[config.mk]
export PLATFORM = sky130hd
export DESIGN_NAME = decoder_pulse
export DESIGN_NICKNAME = d
export VERILOG_FILES = /design/src/rtl/decoder_pkg.sv /design/src/rtl/dec3to8.sv /design/src/rtl/decoder_pulse.sv
export SDC_FILE = /design/constraint.sdc
export NUM_CORES = 1
export LEC_CHECK = 0
export CAP_MARGIN = 5
export CORE_UTILIZATION = 48
export CTS_CLUSTER_DIAMETER = 30
export DETAILED_ROUTE_END_ITERATION = 8
export GPL_TIMING_DRIVEN = 0
export PLACE_DENSITY_LB_ADDON = 0.12
export SYNTH_ARGS = -nofsm -noshare
export SYNTH_HDL_FRONTEND = slang
export SYNTH_SLANG_ARGS = --single-unit
[constraint.sdc]
create_clock -name clk -period 1.84 [get_ports clk]
set_input_delay 0.552 -clock clk [delete_from_list [all_inputs] [get_ports clk]]
set_output_delay 0.552 -clock clk [all_outputs]
set_load 0.03 [all_outputs]
[src/rtl/decoder_pkg.sv]
// Shared types and widths for the pulse-stretching 3-to-8 decoder.
package decoder_pkg;

   localparam int unsigned CodeW = 3;
   localparam int unsigned OutW  = 8;
   localparam int unsigned CntW  = 8;

   typedef enum logic [1:0] {
      StIdle,
      StHold,
      StGap
   } state_e;

endpackage

[src/rtl/dec3to8.sv]
// Pure combinational binary-to-one-hot decode.
module dec3to8
   import decoder_pkg::*;
(
   input  logic [CodeW-1:0] in,
   output logic [OutW-1:0]  out
);

   always_comb begin
      out     = '0;
      out[in] = 1'b1;
   end

endmodule

[src/rtl/decoder_pulse.sv]
// Decodes a 3-bit code into a one-hot pulse held HOLD cycles, followed by GAP idle cycles.
// Optional macro DECODER_PULSE_ACTLOW_EN drives out active-low (idle 8'hFF).
module decoder_pulse
   import decoder_pkg::*;
#(
   parameter int unsigned HOLD = 4,
   parameter int unsigned GAP  = 1
) (
   input  logic             clk,
   input  logic             rst_n,
   input  logic             in_valid,
   input  logic [CodeW-1:0] in,
   output logic             in_ready,
   output logic [OutW-1:0]  out,
   output logic             out_valid,
   output logic             busy
);

   localparam logic [CntW-1:0] HoldLd = CntW'(HOLD - 1);
   localparam logic [CntW-1:0] GapLd  = (GAP > 0) ? CntW'(GAP - 1) : '0;
   localparam logic            GapEn  = (GAP > 0);

   state_e            state_q, state_d;
   logic [CntW-1:0]   cnt_q, cnt_d;
   logic [OutW-1:0]   out_q, out_d;
   logic              pend_v_q, pend_v_d;
   logic [CodeW-1:0]  pend_code_q, pend_code_d;
   logic              load;
   logic              xfer;
   logic [OutW-1:0]   dec_out;

   dec3to8 u_dec (
      .in  (pend_code_q),
      .out (dec_out)
   );

   always_ff @(posedge clk or negedge rst_n) begin
      if (!rst_n) begin
         state_q     <= StIdle;
         cnt_q       <= '0;
         out_q       <= '0;
         pend_v_q    <= 1'b0;
         pend_code_q <= '0;
      end else begin
         state_q     <= state_d;
         cnt_q       <= cnt_d;
         out_q       <= out_d;
         pend_v_q    <= pend_v_d;
         pend_code_q <= pend_code_d;
      end
   end

   always_comb begin
      state_d = state_q;
      cnt_d   = cnt_q;
      out_d   = out_q;
      load    = 1'b0;
      unique case (state_q)
         StIdle: begin
            if (pend_v_q) load = 1'b1;
         end
         StHold: begin
            if (cnt_q != '0) begin
               cnt_d = cnt_q - 8'd1;
            end else if (GapEn) begin
               state_d = StGap;
               cnt_d   = GapLd;
               out_d   = '0;
            end else if (pend_v_q) begin
               load = 1'b1;  // back-to-back with no zero cycle
            end else begin
               state_d = StIdle;
               out_d   = '0;
            end
         end
         StGap: begin
            if (cnt_q != '0) begin
               cnt_d = cnt_q - 8'd1;
            end else if (pend_v_q) begin
               load = 1'b1;
            end else begin
               state_d = StIdle;
            end
         end
         default: state_d = StIdle;
      endcase
      if (load) begin
         state_d = StHold;
         cnt_d   = HoldLd;
         out_d   = dec_out;
      end
   end

   // A refill in the same cycle as a consume keeps pend_v set with the new code.
   always_comb begin
      xfer        = in_valid && (!pend_v_q || load);
      pend_v_d    = pend_v_q;
      pend_code_d = pend_code_q;
      if (xfer) begin
         pend_v_d    = 1'b1;
         pend_code_d = in;
      end else if (load) begin
         pend_v_d = 1'b0;
      end
   end

   always_comb begin
      in_ready  = !pend_v_q || load;
      out_valid = (state_q == StHold);
      busy      = (state_q != StIdle) || pend_v_q;
`ifdef DECODER_PULSE_ACTLOW_EN
      out       = ~out_q;
`else
      out       = out_q;
`endif
   end

endmodule

==> impl_metrics.ini, run 1 <==
[outcome]
status = finished, violations left
violations = setup timing

[routing]
drt-initial-drc-count = 23
wirelength_um = 2880
ant_nets = 0
firstDrtPassIters = 4
viasPerCell = 6.00
num_vias = 1056
drc_errors = 0
routedWlPerCell_um = 16.3

[cells_and_area]
fin_nets = 156
num-fill-cells = 160
utilization_pct = 72.2
drive_above_1_share_pct = 34.5
area_growth_pct = 37.0
post-route-cell-area_um2 = 1660
final_common_cell = dfrtp_1
antenna_cells = 0
mostFrequentLayoutCells = dfrtp_1 (21), buf_4 (15), nor2_1 (8), dlygate4sd2_1 (8), a32o_1 (7)

[critical_path]
endpoint = in_ready
arrival_ns = 1.63
critPathLaunch = cnt_q[0]
rr_worst_depth = 7
r2r_setup_slack_ns = -0.19
cp-end-kind = output pin
criticalPathCategory = flip-flop to output pin
crit_path_max_fanout = 2
required_ns = 1.29
worstReg2RegStart = cnt_q[0]
crit_path_start_kind = flip-flop
reg2reg_to = cnt_q[6]

[logic_synthesis]
netlist_area_um2 = 1210
ys_dominant_reg_cell = dfrtp_1
ys_seq_elements = 22
synth_top_area_share_pct = 45.5
yosysSeqAreaShare_pct = 45.5
synthArstFlopShare_pct = 100
avgSynthCellArea_um2 = 10.7
yosys.area.top_type = dfrtp_1
syn-instance-count = 113
syn_nets = 120
synth_area_leaders = dfrtp_1 (46%), a32o_1 (5.8%), nor2_1 (2.5%), a22o_1 (2.2%), a21oi_1 (2.1%)
synth_edf_count = 0
yosysUniqueCellTypes = 45
ys_warn_count = 0

[die]
start_util_pct = 52.7
die_h_um = 52.2
core_area_um2 = 2300
rows = 17
num_io_pins = 17
fp.dieW_um = 52.2
die_area_um2 = 2730

[timing]
worst_slack_ns = -0.339
tightest_slew_ns = 1.00
fmax_mhz = 459
fin_skew_ns = 0.0133
drv_slew = 0
hold_viol = 0
slew-limit-headroom_pct = 33.1
setup_viol = 16
rsz0062_at_grt = yes
timing.final.crit_share_pct = 118
fin_crit_ns = 2.18

[clock_tree]
cts_buffers = 3
cts.clk_slew.worst_paths_ns = 0.14
clock-root-buffer = clkbuf_4
htreeDepth = 1
cts_max_path_buffers = 2
clock_latency_ns = 0.33
cts_tree = done
cts.sinks = 22

[global_route]
grt-ovfl-total = 0
grt_usage_pct = 25.0
grt_max_degree = 23
antenna_found_initial = 0
grt_pass1_wl_um = 4900
grt_pass1_vias = 1043

[placement]
port_buffers = 16
place_ws_ns = -0.912
place_congestion = 0.879
placedInstanceArea_um2 = 1430
dp_hpwl_um = 1820

[min_path]
hold_path_class = flip-flop to flip-flop

[power]
ir_drop_mv = 1.15
p_total_mw = 3.25
power_density_nw_per_um2 = 1960
leakagePower_nw = 0.735

[run]
maxCapViolations = 0
[cells in the mapped netlist, types with 2 or more instances]
cell / n
dfrtp_1: 22
nor2_1: 8
a32o_1: 7
inv_1: 6
a21oi_1: 5
nand2_1: 5
a22o_1: 3
and2_1: 3
clkbuf_1: 3
nand2b_1: 3
nor2b_1: 3
o21ai_0: 3
a31o_1: 2
a31oi_1: 2
nand3_1: 2
nor3_1: 2
nor3_2: 2
nor3b_2: 2
o22ai_1: 2
or3_1: 2
or4_4: 2
[cell type report]
type                    count  area, µm²  share of cell area [%]
clock buffers               4       36.3                    2.19
well taps                  28       35.0                    2.11
flip-flops and latches     22        552                    33.3
repair buffers             32        278                    16.8
inverters                   6       22.5                    1.36
multi-input cells          82        712                    42.9
plain buffers               2       22.5                    1.36
[power breakdown]
part,switching [mW],internal (mW),total [mW]
Clock,0.165,0.121,0.287
Sequential,0.252,0.696,0.947
Combinational,1.06,0.953,2.02
Total,1.48,1.77,3.25
[through the flow]
step           hold slack, ns  instances  TNS (ns)
2_1_floorplan           0.256        113    -0.183
3_3_place_gp            0.475        157     -2.67
3_5_place_dp            0.481        157     -3.45
4_1_cts                 0.506        173     -1.67
5_1_grt                 0.531        176     -3.21
6_report                0.499        176     -2.20
[state kept, by name, indices dropped and copies added, names as in the netlist]
register	count
cnt_q	8
out	8
state_q	2
pend_code_q	3
pend_v_q	1
[worst min path at each step]
stage                     startpoint  slack, ns  cells after the start        to
after CTS                     out[5]       0.51                      1    out[5]
after global routing          out[3]       0.53                      1    out[3]
after detailed placement      out[5]       0.48                      1    out[5]
after global placement        out[7]       0.48                      1    out[7]
after floorplan                rst_n       0.26                      0  cnt_q[0]
final                         out[5]       0.50                      1    out[5]
[per-layer routing]
layer	wire [µm]	GRT usage, %	share of wire (%)
met5	0	0	0
met4	16	5.70	0.56
met3	87	4.64	3.0
met2	1370	41.2	48
met1	1400	34.0	49
[worst max-delay path, cell delays in order (launching register included)]
cell	delay [ns]
dfrtp_2	0.45
inv_2	0.07
ha_4	0.13
nor3b_4	0.23
a21boi_2	0.11
o21ai_4	0.16
buf_6	0.15
[repair_timing]
action                     in CTS  in global routing
hold buffers                    0                  0
resized for setup              43                  7
setup endpoints to repair      29                 19
buffers inserted               12                  6
pin swaps                       8                  2
[logic make-up after synthesis]
logic type | after synthesis | synth area share, %
AO/OA/AOI/OAI | 38 | 26.1
XOR/XNOR | 2 | 1.45
adder cells (fa/ha/maj) | 1 | 1.03
buffers and inverters | 9 | 2.79
flip-flops | 22 | 45.5
multiplexers | 1 | 0.827
AND/OR/NAND/NOR | 40 | 22.3
Power figures use the tool's default switching activity.
==> run 2: changes to the inputs <==
--- a/config.mk
+++ b/config.mk
@@ -7,7 +7,7 @@
 export LEC_CHECK = 0
 export CAP_MARGIN = 5
 export CORE_UTILIZATION = 48
-export CTS_CLUSTER_DIAMETER = 30
+export CTS_CLUSTER_DIAMETER = 40
 export DETAILED_ROUTE_END_ITERATION = 8
 export GPL_TIMING_DRIVEN = 0
 export PLACE_DENSITY_LB_ADDON = 0.12
==> results of run 2 <==
Final layout, timing and power as in run 1 (identical DEF).
